<file path="src/rtl/du_pkg.sv">
// Shared definitions for the debug unit: FSM encoding, byte width, default
// frame header and a counter-width helper.
package du_pkg;

  localparam int NB_BYTE_DEF = 8;
  localparam logic [7:0] HEADER_DEF = 8'hA5;

  localparam int NB_STATE = 3;
  localparam logic [NB_STATE-1:0] ST_IDLE      = 3'd0;
  localparam logic [NB_STATE-1:0] ST_LOAD_HDR  = 3'd1;
  localparam logic [NB_STATE-1:0] ST_WAIT      = 3'd2;
  localparam logic [NB_STATE-1:0] ST_LOAD_BYTE = 3'd3;
  localparam logic [NB_STATE-1:0] ST_LOAD_CKS  = 3'd4;
  localparam logic [NB_STATE-1:0] ST_DONE      = 3'd5;

  // Width able to hold 0..n-1, never narrower than one bit.
  function automatic int cnt_width(input int n);
    if (n <= 1) begin
      return 1;
    end else begin
      return $clog2(n);
    end
  endfunction

  function automatic logic [NB_BYTE_DEF-1:0] cks_update(
    input logic [NB_BYTE_DEF-1:0] cks,
    input logic [NB_BYTE_DEF-1:0] data
  );
    return cks ^ data;
  endfunction

endpackage

</file>
<file path="src/rtl/du_report_tx.sv">
// Debug-unit report serializer: snapshots N_WORDS words and streams a
// header plus the payload bytes to uart_tx. DU_REPORT_CHECKSUM_EN appends an XOR checksum byte.
module du_report_tx
  import du_pkg::*;
#(
  parameter int                 NB_WORD = 32,
  parameter int                 N_WORDS = 4,
  parameter int                 NB_BYTE = NB_BYTE_DEF,
  parameter logic [NB_BYTE-1:0] HEADER  = NB_BYTE'(HEADER_DEF)
) (
  input  logic                       i_clock,
  input  logic                       i_reset,
  input  logic                       i_start,
  input  logic [N_WORDS*NB_WORD-1:0] i_words,
  input  logic                       i_tx_done,
  output logic                       o_tx_start,
  output logic [NB_BYTE-1:0]         o_tx_data,
  output logic                       o_busy,
  output logic                       o_done
);

  localparam int SNAP_W = N_WORDS * NB_WORD;
  localparam int BPW    = NB_WORD / NB_BYTE;
  localparam int BCW    = cnt_width(BPW);
  localparam int WCW    = cnt_width(N_WORDS);

  localparam logic [BCW-1:0] BYTE_LAST = BCW'(BPW - 1);
  localparam logic [WCW-1:0] WORD_LAST = WCW'(N_WORDS - 1);

  logic [NB_STATE-1:0] state_q, state_d;
  logic [SNAP_W-1:0]   snap_q, snap_d;
  logic [BCW-1:0]      byte_cnt_q, byte_cnt_d;
  logic [WCW-1:0]      word_cnt_q, word_cnt_d;
  logic                last_q, last_d;
  logic                tx_start_q, tx_start_d;
  logic [NB_BYTE-1:0]  tx_data_q, tx_data_d;
  logic                busy_q, busy_d;
  logic                done_q, done_d;

  logic [31:0]         bit_sh_s;
  logic [NB_BYTE-1:0]  sel_byte_s;

`ifdef DU_REPORT_CHECKSUM_EN
  logic [NB_BYTE-1:0]  cks_q, cks_d;
  logic                cks_sent_q, cks_sent_d;
`endif

  // Next payload byte: word index picks the word, byte counter walks MSB first.
  always_comb begin
    bit_sh_s   = 32'(word_cnt_q) * 32'(NB_WORD) + 32'(BYTE_LAST - byte_cnt_q) * 32'(NB_BYTE);
    sel_byte_s = NB_BYTE'(snap_q >> bit_sh_s);
  end

  // FSM, snapshot, counters and output next-state logic.
  always_comb begin
    state_d    = state_q;
    snap_d     = snap_q;
    byte_cnt_d = byte_cnt_q;
    word_cnt_d = word_cnt_q;
    last_d     = last_q;
    tx_data_d  = tx_data_q;
`ifdef DU_REPORT_CHECKSUM_EN
    cks_d      = cks_q;
    cks_sent_d = cks_sent_q;
`endif

    case (state_q)
      ST_IDLE: begin
`ifdef DU_REPORT_CHECKSUM_EN
        cks_d      = '0;
        cks_sent_d = 1'b0;
`endif
        if (i_start) begin
          snap_d     = i_words;
          byte_cnt_d = '0;
          word_cnt_d = '0;
          last_d     = 1'b0;
          tx_data_d  = HEADER;
          state_d    = ST_LOAD_HDR;
        end else begin
          state_d = ST_IDLE;
        end
      end

      ST_LOAD_HDR: begin
        state_d = ST_WAIT;
      end

      ST_WAIT: begin
        if (i_tx_done) begin
`ifdef DU_REPORT_CHECKSUM_EN
          if (cks_sent_q) begin
            state_d = ST_DONE;
          end else if (last_q) begin
            tx_data_d = cks_q;
            state_d   = ST_LOAD_CKS;
          end else begin
            tx_data_d = sel_byte_s;
            state_d   = ST_LOAD_BYTE;
          end
`else
          if (last_q) begin
            state_d = ST_DONE;
          end else begin
            tx_data_d = sel_byte_s;
            state_d   = ST_LOAD_BYTE;
          end
`endif
        end else begin
          state_d = ST_WAIT;
        end
      end

      ST_LOAD_BYTE: begin
`ifdef DU_REPORT_CHECKSUM_EN
        cks_d = cks_update(cks_q, tx_data_q);
`endif
        // last_q marks that the byte just loaded ends the payload.
        if (byte_cnt_q == BYTE_LAST) begin
          byte_cnt_d = '0;
          if (word_cnt_q == WORD_LAST) begin
            last_d = 1'b1;
          end else begin
            word_cnt_d = word_cnt_q + WCW'(1);
          end
        end else begin
          byte_cnt_d = byte_cnt_q + BCW'(1);
        end
        state_d = ST_WAIT;
      end

`ifdef DU_REPORT_CHECKSUM_EN
      ST_LOAD_CKS: begin
        cks_sent_d = 1'b1;
        state_d    = ST_WAIT;
      end
`endif

      ST_DONE: begin
        state_d = ST_IDLE;
      end

      default: begin
        state_d = ST_IDLE;
      end
    endcase

    tx_start_d = (state_d == ST_LOAD_HDR) || (state_d == ST_LOAD_BYTE) ||
                 (state_d == ST_LOAD_CKS);
    busy_d     = (state_d != ST_IDLE);
    done_d     = (state_d == ST_DONE);
  end

  // State, snapshot, counters and registered outputs.
  always_ff @(posedge i_clock or posedge i_reset) begin
    if (i_reset) begin
      state_q    <= ST_IDLE;
      snap_q     <= '0;
      byte_cnt_q <= '0;
      word_cnt_q <= '0;
      last_q     <= 1'b0;
      tx_start_q <= 1'b0;
      tx_data_q  <= '0;
      busy_q     <= 1'b0;
      done_q     <= 1'b0;
    end else begin
      state_q    <= state_d;
      snap_q     <= snap_d;
      byte_cnt_q <= byte_cnt_d;
      word_cnt_q <= word_cnt_d;
      last_q     <= last_d;
      tx_start_q <= tx_start_d;
      tx_data_q  <= tx_data_d;
      busy_q     <= busy_d;
      done_q     <= done_d;
    end
  end

`ifdef DU_REPORT_CHECKSUM_EN
  // Running payload checksum and its sent flag.
  always_ff @(posedge i_clock or posedge i_reset) begin
    if (i_reset) begin
      cks_q      <= '0;
      cks_sent_q <= 1'b0;
    end else begin
      cks_q      <= cks_d;
      cks_sent_q <= cks_sent_d;
    end
  end
`endif

  assign o_tx_start = tx_start_q;
  assign o_tx_data  = tx_data_q;
  assign o_busy     = busy_q;
  assign o_done     = done_q;

endmodule

</file>
<file path="config.mk">
export PLATFORM = sky130hd
export DESIGN_NAME = du_report_tx
export DESIGN_NICKNAME = d
export VERILOG_FILES = /design/src/rtl/du_pkg.sv /design/src/rtl/du_report_tx.sv
export SDC_FILE = /design/constraint.sdc
export NUM_CORES = 1
export LEC_CHECK = 0
export BUFFER_PORTS_ARGS = -buffer_cell sky130_fd_sc_hd__clkbuf_2
export CORE_MARGIN = 3
export CORE_UTILIZATION = 59
export CTS_CLUSTER_DIAMETER = 80
export DETAILED_ROUTE_END_ITERATION = 8
export PLACE_DENSITY = 0.85
export SLEW_MARGIN = 20
export SYNTH_ARGS = -nofsm -noshare
export SYNTH_HDL_FRONTEND = slang
export SYNTH_SLANG_ARGS = --single-unit
</file>
<file path="constraint.sdc">
create_clock -name i_clock -period 8.95 [get_ports i_clock]
set_clock_uncertainty 0.15 [all_clocks]
set_input_delay 0.895 -clock i_clock [delete_from_list [all_inputs] [get_ports i_clock]]
set_output_delay 0.895 -clock i_clock [all_outputs]
set_load 0.02 [all_outputs]
</file>
==> results of run 1 <==
synthesized netlist by cell type:
library cell and count:
nand2_1 394, dfrtp_1 147, clkbuf_1 22, mux2i_1 14, mux4_1 14, mux4_2 14, buf_2 13, a31oi_1 8
nor2_1 5, a22oi_1 4, a32oi_1 4, mux2_2 4, nor3_1 4, o211ai_1 4, o31ai_1 4, buf_6 3
inv_1 3, nor2b_1 3, a22o_1 2, and3b_1 2, and4_1 2, ha_1 2, a21boi_0 1, a21oi_1 1
a32o_1 1, and2_1 1, buf_4 1, buf_8 1, nand2b_1 1, nor3_2 1, nor4_1 1, o21ai_0 1
or2_2 1, or4_1 1
layout by cell type, fill, tap and decap left out, drive strengths merged, types with 2 or more instances in the layout:
cell type	n
buf	7
a31oi	8
nor2b	3
inv	5
nor3	5
and3b	2
o211ai	4
ha	2
mux4	28
and4	2
o31ai	4
bufinv	4
a22oi	4
nand2	394
mux2	4
a32oi	4
clkbuf	161
clkinvlp	3
mux2i	14
a22o	2
clkinv	4
dfrtp	147
nor2	5
report_power, final:
part	switching [uW]	total (uW)	internal [uW]
logic	471	884	413
registers	215	1180	969
clock network	279	746	467
total	964	2810	1850
critical path, stage by stage, from the launching register on:
cell,delay [ns]
dfrtp_1,0.45
nand2b_1,0.22
nor3_4,0.11
buf_4,0.40
buf_4,0.75
nor2_1,0.18
a22o_1,0.23
worst max path at each step:
stage / end / slack (ns) / startpoint
after floorplan: byte_cnt_q[0] / 3.95 / i_reset
after global placement: byte_cnt_q[0] / 6.00 / i_start
after detailed placement: byte_cnt_q[0] / 5.94 / i_start
after CTS: byte_cnt_q[1] / 6.30 / state_q[1]
after global routing: byte_cnt_q[1] / 6.08 / state_q[1]
final: byte_cnt_q[1] / 6.27 / state_q[1]
kinds of logic after synthesis:
logic type | Yosys count
and+or+nand+nor | 416
DFF | 147
muxes | 46
buffers and inverters | 43
AOI/OAI and AO/OA | 30
adders and majority gates | 2
per-layer routing:
| layer | wire [um] | up-vias | GRT usage, % | share of wire, % |
|---|---|---|---|---|
| met2 | 8350 | 207 | 44.9 | 50 |
| li1 | - | 2491 | - | - |
| met4 | 451 | 0 | 11.9 | 2.7 |
| met5 | 0 | - | 0 | 0 |
| met3 | 966 | 37 | 5.16 | 5.8 |
| met1 | 6790 | 2561 | 37.3 | 41 |
registers in the layout, indices dropped and copies added (netlist names):
register	cells
word_cnt_q	2
o_done	1
o_busy	1
o_tx_data	8
state_q	3
last_q	1
byte_cnt_q	2
o_tx_start	1
snap_q	128
per-stage QoR:
stage	hold WS [ns]	instance area, um2
after floorplan	0.287	6620
after global placement	0.299	7380
after detailed placement	0.305	7380
after CTS	0.322	8000
after global routing	0.337	8000
final	0.307	8000
layout make-up:
class	count	area, um2	share of cell area [%]
clock buffers	19	442	5.52
clock inverters	13	180	2.25
inverters	3	16.3	0.203
multi-input cells	494	2740	34.3
flip-flops and latches	147	3680	46.0
well taps	140	175	2.19
repair buffers	149	767	9.59
==> flow_summary_export.csv, run 1 <==
group,metric,value,unit
routing,vias,5296,
place,place_congestion,0.798,
critical_path,critPathKind,"reg2reg",
yosys,synth_area,0.00662,mm2
routing,wl_per_cell,17.2,um
clocking,htreeDepth,4,
place,io_buffers,142,
timing,timing.slew.headroom,36.5,%
yosys,synth_area_per_cell,9.68,um2
yosys,ys_ff_latch,147,
power_and_ir_drop,cellLeakagePower,0.00428,uW
global_route,grt_max_degree,132,
clocking,post-cts-setup-buffer-count,0,
timing,layout_setup_ws,6.27,ns
clocking,numCtsBuffers,17,
cells_and_area,nNetsFinal,946,
critical_path,startpoint_type,"register",
power_and_ir_drop,finalPower,2810,uW
clocking,ctsHoldBuffers,0,
floorplanning,io_pins,143,
timing,fin_crit_sh,30.0,%
clocking,clkLatencyLatePin,0.53,ns
routing,drt_first_pass_iters,5,
timing,setup_viol,0,
place,dp_hpwl,10700,um
timing,slew_violations,0,
routing,routed_wl,16600,um
clocking,cts.sinks,147,
timing,fmax,0.373,GHz
timing,worstMarginPinSlew,0.953,ns
global_route,track_usage,27.7,%
critical_path,r2r_start,"state_q[1]",
yosys,synth.area.mux_share,13.1,%
timing,fin_tns_setup,0,ns
yosys,synth_top_area_share,55.6,%
yosys,yosysTopAreaCell,"dfrtp_1",
yosys,yosys.area_share.simple,24.4,%
cells_and_area,area_delta_synth_final,20.8,%
cells_and_area,diodes,0,
critical_path,arrival,2.94,ns
routing,remaining_drc_errors,0,
critical_path,critPathMaxFanout,88,
clocking,cts_tree,"done",
floorplanning,die_x,112,um
floorplanning,die_area,0.0125,mm2
yosys,syn_inst,684,
place,dpl_worst_slack,5.94,ns
critical_path,cp-end-kind,"register",
clocking,path_clk_slew,0.06,ns
clocking,cts_resized,0,
clocking,cts_buffer_depth,2,
yosys,synth.net_count,818,
yosys,synth_xor_area_share,0,%
global_route,grt_overflow,0,
critical_path,reg2reg_setup_slack,6.27,ns
yosys,synth.area.top_cells,"dfrtp_1 56%, nand2_1 22%, mux4_1 5.6%, mux4_2 4.8%, mux2i_1 2.1%",
routing,postRouteAntennaNets,0,
floorplanning,rows,38,
cells_and_area,finish.utilization,73.5,%
job,drv_cap,0,
power_and_ir_drop,power.density,352,mW/mm2
place,place_inst,933,
routing,drt_iter0_drc,458,
hold_path,worstHoldPathType,"in2async",
yosys,yosys_warnings,0,
timing,hold_violations,0,
critical_path,r2r-end,"byte_cnt_q[1]",
power_and_ir_drop,ir_drop,0.000174,V
cells_and_area,drive_gt1_share,24.7,%
yosys,synth-seq-area-share,55.6,%
yosys,synth_compound_area_share,3.33,%
timing,period_needed,2.68,ns
routing,viasPerCell,5.49,
global_route,grt_pass1_wl,27400,um
global_route,grt_pass1_vias,5515,
floorplanning,core,0.0109,mm2
yosys,synth.distinct_cells,34,
yosys,synth_top_family_by_area,"simple AND/OR/NAND/NOR gates",
floorplanning,die_h,112,um
cells_and_area,nFillCells,737,
clocking,root_buffer,"clkbuf_8",
critical_path,ff2ff_path_depth,6,
cells_and_area,stdcell_count,965,
timing,rsz0062_at_grt,"no",
floorplanning,start_util,60.8,%
critical_path,worstPathRequired,9.21,ns
run_status,status,"finished, final reports clean",
global_route,antenna_found_initial,0,
yosys,synthAdderAreaFrac,0.378,%
Note: power is estimated with default switching activity, not from simulation.
==> run 2: changes to the inputs <==
--- a/config.mk
+++ b/config.mk
@@ -7,10 +7,10 @@
 export LEC_CHECK = 0
 export BUFFER_PORTS_ARGS = -buffer_cell sky130_fd_sc_hd__clkbuf_2
 export CORE_MARGIN = 3
-export CORE_UTILIZATION = 59
+export CORE_UTILIZATION = 49
 export CTS_CLUSTER_DIAMETER = 80
 export DETAILED_ROUTE_END_ITERATION = 8
-export PLACE_DENSITY = 0.85
+export PLACE_DENSITY = 0.75
 export SLEW_MARGIN = 20
 export SYNTH_ARGS = -nofsm -noshare
 export SYNTH_HDL_FRONTEND = slang
==> constraint.sdc (replaced) <==
create_clock -name i_clock -period 2.45 [get_ports i_clock]
set_clock_uncertainty 0.15 [all_clocks]
set_input_delay 0.245 -clock i_clock [delete_from_list [all_inputs] [get_ports i_clock]]
set_output_delay 0.245 -clock i_clock [all_outputs]
set_load 0.02 [all_outputs]
==> run 2 against run 1 <==
Fmax up 29%; critical path type unchanged; cell count increased by 18%; power grew to 3.8 times the previous value; design area rose by 18%; worst hold slack worse by 0.16 ns; utilization fell by 0.68 points; worst setup slack worse by 5.9 ns; combinational power increased to 3.9 times the previous value; clock power rose to 3.4 times the previous value; global-route usage is 1.2 points higher.
==> flow_summary_export.csv, run 2 (synthesis results as in run 1) <==
group,metric,value,unit
power_and_ir_drop,intPower,6810,uW
floorplanning,die_h,122,um
clocking,cts_resized,0,
routing,drt_first_pass_iters,5,
global_route,antenna_found_initial,2,
hold_path,worstHoldPathType,"in2reg",
floorplanning,die_x,122,um
cells_and_area,finish.utilization,72.8,%
cells_and_area,regMostFlops,"snap_q",
timing,period_needed,2.08,ns
floorplanning,core,0.0129,mm2
routing,wl_per_cell,18.2,um
cells_and_area,largest_reg_flops,128,
global_route,grt_overflow,0,
routing,drt_iter0_drc,818,
clocking,root_buffer,"clkbuf_16",
timing,fin_tns_setup,0,ns
timing,timing.slew.headroom,52.6,%
cells_and_area,nFillCells,833,
clocking,cts_tree,"done",
cells_and_area,nNetsFinal,1082,
global_route,grt_pass1_vias,6356,
timing,timing.hold.ws,0.149,ns
clocking,numCtsBuffers,17,
place,dp_hpwl,12200,um
timing,worstMarginPinSlew,0.704,ns
run_status,status,"finished, final reports clean",
critical_path,worstPathRequired,2.59,ns
critical_path,cp-end-kind,"register",
critical_path,startpoint_type,"register",
critical_path,critPathMaxFanout,21,
place,io_buffers,142,
cells_and_area,layout_common_cells,"393 x nand2_1, 146 x dfrtp_1, 142 x clkbuf_2",
clocking,cts_buffer_depth,2,
routing,routed_wl,20700,um
routing,vias,6108,
timing,setup_viol,0,
global_route,grt_max_degree,98,
hold_path,min-delay-start,"i_start",
floorplanning,start_util,51.2,%
routing,remaining_drc_errors,0,
power_and_ir_drop,power.density,1120,mW/mm2
floorplanning,io_pins,143,
power_and_ir_drop,ir_drop,0.000817,V
timing,fin_crit_sh,85.0,%
floorplanning,rows,41,
routing,postRouteAntennaNets,0,
timing,slew_violations,0,
power_and_ir_drop,p_seq_share,43.1,%
cells_and_area,seq_area,0.00368,mm2
cells_and_area,area_delta_synth_final,42.2,%
clocking,htreeDepth,4,
critical_path,critPathKind,"reg2reg",
cells_and_area,drive_gt1_share,21.5,%
power_and_ir_drop,switchingPower,3750,uW
power_and_ir_drop,p_sw_share,35.5,%
power_and_ir_drop,cellLeakagePower,0.00485,uW
critical_path,arrival,2.22,ns
job,drv_cap,0,
global_route,grt_pass1_wl,32500,um
critical_path,startpoint,"word_cnt_q[1]",
cells_and_area,final_common_cell,"nand2_1",
global_route,track_usage,28.9,%
floorplanning,die_area,0.0149,mm2
place,place_congestion,0.932,
clocking,clkLatencyLatePin,0.43,ns
power_and_ir_drop,clock_power_share,24.3,%
timing,fmax,0.480,GHz
critical_path,r2r_start,"word_cnt_q[1]",
power_and_ir_drop,comb_power_share,32.6,%
clocking,cts.sinks,147,
cells_and_area,multi_input_area,0.00274,mm2
timing,hold_violations,0,
clocking,path_clk_slew,0.06,ns
timing,rsz0062_at_grt,"no",
routing,viasPerCell,5.38,
[run 2: changes by cell type in the layout (fill, tap and decap cells not counted), moves of 2 or more]
| cell | change |
|---|---|
| clkbuf_1 | +3 |
| inv_6 | -3 |
| dlygate4sd3_1 | +130 |
| buf_4 | +2 |
| bufinv_16 | -2 |
| buf_12 | +5 |
| diode_2 | +3 |
[run 2: worst max-delay path, cell delays in order (launching register included)]
cell,delay [ns]
dfrtp_2,0.51
buf_4,0.39
mux4_1,0.61
o211ai_1,0.17
a31oi_1,0.12
[run 2: final timing paths]
path / depth (start not counted) / slack (ns) / end
worst max-delay path: 4 / 0.37 / o_tx_data[7]
worst min-delay path: 3 / 0.15 / state_q[0]
worst max register to register: 4 / 0.37 / o_tx_data[7]
worst min register to register: 2 / 0.32 / snap_q[95]
max in group asynchronous: 4 / 1.24 / snap_q[126]
min in group asynchronous: 4 / 0.36 / snap_q[36]
[run 2: layout make-up]
cell class                 count  area share, %
sequential                   147           39.1
multi-input combinational    494           29.1
timing repair buffer         285           23.1
clock buffer                  23           5.08
tap                          172           2.29
clock inverter                 9           1.10
inverter                       3          0.160
antenna                        3         0.0798
[run 2: metrics by stage]
stage	instances	power, uW	setup slack (ns)	area [um2]
4_1_cts	1133	10300	0.381	9410
6_report	1136	10600	0.368	9410
3_3_place_gp	971	7440	0.493	7520
5_1_grt	1134	11100	0.270	9410
2_1_floorplan	684	6520	0.208	6630
3_5_place_dp	971	7590	0.424	7520
[run 2: layer usage]
| layer | part of all wire (%) | track usage [%] |
|---|---|---|
| met5 | 0.063 | 0 |
| met4 | 4.5 | 13.1 |
| met3 | 7.4 | 7.97 |
| met2 | 48 | 46.2 |
| met1 | 40 | 37.1 |
[run 2: power by group through the flow]
| stage | Combinational (uW) | Sequential (uW) | Clock, uW |
|---|---|---|---|
| after CTS | 3340 | 4450 | 2560 |
| after global placement | 2970 | 4480 | 0 |
| final | 3450 | 4550 | 2570 |
| after detailed placement | 3130 | 4470 | 0 |
| after floorplan | 2440 | 4080 | 0 |
| after global routing | 3820 | 4620 | 2690 |
[run 2: what timing repair did]
| item | CTS | global route |
|---|---|---|
| endpoints found under the hold margin | 276 | 0 |
| hold buffers | 130 | 0 |
| setup buffers | 0 | 0 |
==> run 3: changes to the inputs <==
==> constraint.sdc (replaced) <==
create_clock -name i_clock -period 1.7 [get_ports i_clock]
set_clock_uncertainty 0.15 [all_clocks]
set_input_delay 0.17 -clock i_clock [delete_from_list [all_inputs] [get_ports i_clock]]
set_output_delay 0.17 -clock i_clock [all_outputs]
set_load 0.02 [all_outputs]
==> run 3 against run 2 <==
The flow now finishes with violations (negative setup slack); power rose by 49%; sequential share of layout area fell by 1.2 points; worst setup slack got worse by 0.57 ns; fmax rose by 9.2%; clock power rose by 42%; critical endpoint is now o_tx_data[1]; highest routed layer is now met4.
==> flow_summary_export.csv, run 3 (synthesis results as in run 1) <==
group,metric,value,unit
run_status,status,"finished with violations",
run_status,violations,"negative setup slack",
floorplanning,io_pins,143,
timing,fin_crit_sh,112,%
critical_path,max_stage_delay,0.62,ns
clocking,numCtsBuffers,17,
place,dpl_worst_slack,-0.199,ns
hold_path,worstHoldPathType,"in2async",
power_and_ir_drop,p_seq_share,40.3,%
cells_and_area,nFillCells,784,
routing,vias,6358,
place,dp_hpwl,11800,um
critical_path,critPathKind,"reg2reg",
power_and_ir_drop,ir_drop,0.00103,V
global_route,grt_overflow,0,
cells_and_area,design_area,0.00973,mm2
cells_and_area,layout_common_cells,"393 x nand2_1, 144 x dfrtp_1, 142 x clkbuf_2",
timing,timing.slew.headroom,57.7,%
place,dpl_cell_area,0.00757,mm2
routing,remaining_drc_errors,0,
timing,period_needed,1.91,ns
critical_path,crit_cells,4,
cells_and_area,largest_reg_flops,128,
power_and_ir_drop,clock_power_share,23.2,%
routing,drt_iter0_drc,895,
timing,layout_setup_ws,-0.206,ns
critical_path,arrival,2.06,ns
global_route,antenna_found_initial,1,
power_and_ir_drop,comb_power_share,36.5,%
power_and_ir_drop,intPower,10200,uW
timing,hold_violations,0,
critical_path,cp-end-kind,"register",
critical_path,cp_top_family,"multiplexers",
clocking,cts_buffer_depth,2,
place,io_buffers,142,
floorplanning,die_x,122,um
clocking,cts_tree,"done",
global_route,grt_pass1_wl,31500,um
timing,worstMarginPinSlew,0.628,ns
global_route,grt_pass1_vias,6323,
timing,slew_violations,0,
critical_path,ff2ff_path_depth,4,
routing,postRouteAntennaNets,0,
floorplanning,die_h,122,um
critical_path,critPathMaxFanout,6,
timing,rsz0062_at_grt,"yes",
floorplanning,rows,41,
cells_and_area,area_delta_synth_final,46.9,%
cells_and_area,seq_area,0.00368,mm2
cells_and_area,regMostFlops,"snap_q",
cells_and_area,nNetsFinal,1105,
power_and_ir_drop,power.density,1620,mW/mm2
job,drv_cap,0,
power_and_ir_drop,cellLeakagePower,0.00500,uW
clocking,htreeDepth,4,
cells_and_area,finish.utilization,75.3,%
power_and_ir_drop,p_sw_share,35.4,%
cells_and_area,multi_input_area,0.00274,mm2
cells_and_area,final_common_cell,"nand2_1",
clocking,clkLatencyLatePin,0.42,ns
routing,routed_wl,22000,um
critical_path,path_cells,"mux4_1, mux2_2, a32oi_1, o31ai_1",
routing,wl_per_cell,19.0,um
clocking,cts.sinks,147,
routing,drt_first_pass_iters,5,
timing,setup_viol,9,
cells_and_area,drive_gt1_share,24.3,%
timing,timing.hold.ws,0.310,ns
floorplanning,start_util,51.2,%
power_and_ir_drop,switchingPower,5560,uW
critical_path,startpoint_type,"register",
clocking,path_clk_slew,0.06,ns
clocking,root_buffer,"clkbuf_16",
floorplanning,core,0.0129,mm2
critical_path,worstPathRequired,1.85,ns
floorplanning,die_area,0.0149,mm2
timing,fmax,0.525,GHz
power_and_ir_drop,finalPower,15700,uW
global_route,grt_max_degree,105,
place,place_congestion,0.892,
global_route,track_usage,27.8,%
critical_path,critPathBufInv,0,
routing,viasPerCell,5.50,
critical_path,crit_slowest_cell,"mux4_1",
[run 3: cell types whose count changed in the layout (fill, tap and decap cells not counted), sizes merged]
cell | before | now
dlygate4sd3 | 130 | 131
bufinv | 2 | 1
buf | 13 | 32
clkinvlp | 3 | 1
diode | 3 | 1
clkinv | 5 | 3
clkbuf | 165 | 172
[run 3: stage by stage]
stage,std cells,setup TNS [ns]
6_report,1156,-1.20
4_1_cts,1138,-0.933
2_1_floorplan,684,-69.05
5_1_grt,1156,-2.67
3_5_place_dp,977,-1.15
3_3_place_gp,977,-0.960
[run 3: worst paths after layout]
check / startpoint / endpoint / slack (ns)
worst max register to register: word_cnt_q[1] / o_tx_data[1] / -0.21
worst min-delay path: i_reset / snap_q[120] / 0.31
worst max-delay path: word_cnt_q[1] / o_tx_data[1] / -0.21
worst min register to register: snap_q[103] / snap_q[103] / 0.32
max in group asynchronous: i_reset / state_q[1] / 0.65
min in group i_clock: snap_q[103] / snap_q[103] / 0.32
[run 3: worst register-to-register path, cell delays in order (launching register included)]
cell and delay (ns):
dfrtp_2 0.47, mux4_1 0.62, mux2_2 0.29, a32oi_1 0.16, o31ai_1 0.09
[run 3: power groups by stage]
| stage | Clock [uW] | Sequential [uW] | Combinational [uW] |
|---|---|---|---|
| after global routing | 3800 | 6450 | 6230 |
| after detailed placement | 0 | 6200 | 4830 |
| after global placement | 0 | 6130 | 4660 |
| after floorplan | 0 | 5880 | 3550 |
| final | 3640 | 6340 | 5740 |
| after CTS | 3640 | 6210 | 5160 |
[run 3: timing repair]
action	CTS	global route
buffers inserted	0	11
resized for setup	6	19
gates cloned	0	5
endpoints found under the setup margin	10	111
pin swaps	0	4
hold endpoints to repair	279	1
hold buffers	130	1
[run 3: final cells by class]
type                            instances  area share, %
Antenna cell                            1         0.0257
Clock buffer                           27           5.38
Clock inverter                          4          0.463
Inverter                                3          0.154
Multi-Input combinational cell        494           28.2
Sequential cell                       147           37.9
Tap cell                              172           2.21
Timing Repair Buffer                  308           25.7
[run 3: metal layers]
layer	track usage (%)	vias to the layer above	routed length, um
met5	0	-	0
met2	44.9	432	10700
met3	6.50	122	1950
met1	34.6	3000	8120
li1	-	2804	-
met4	15.7	0	1200
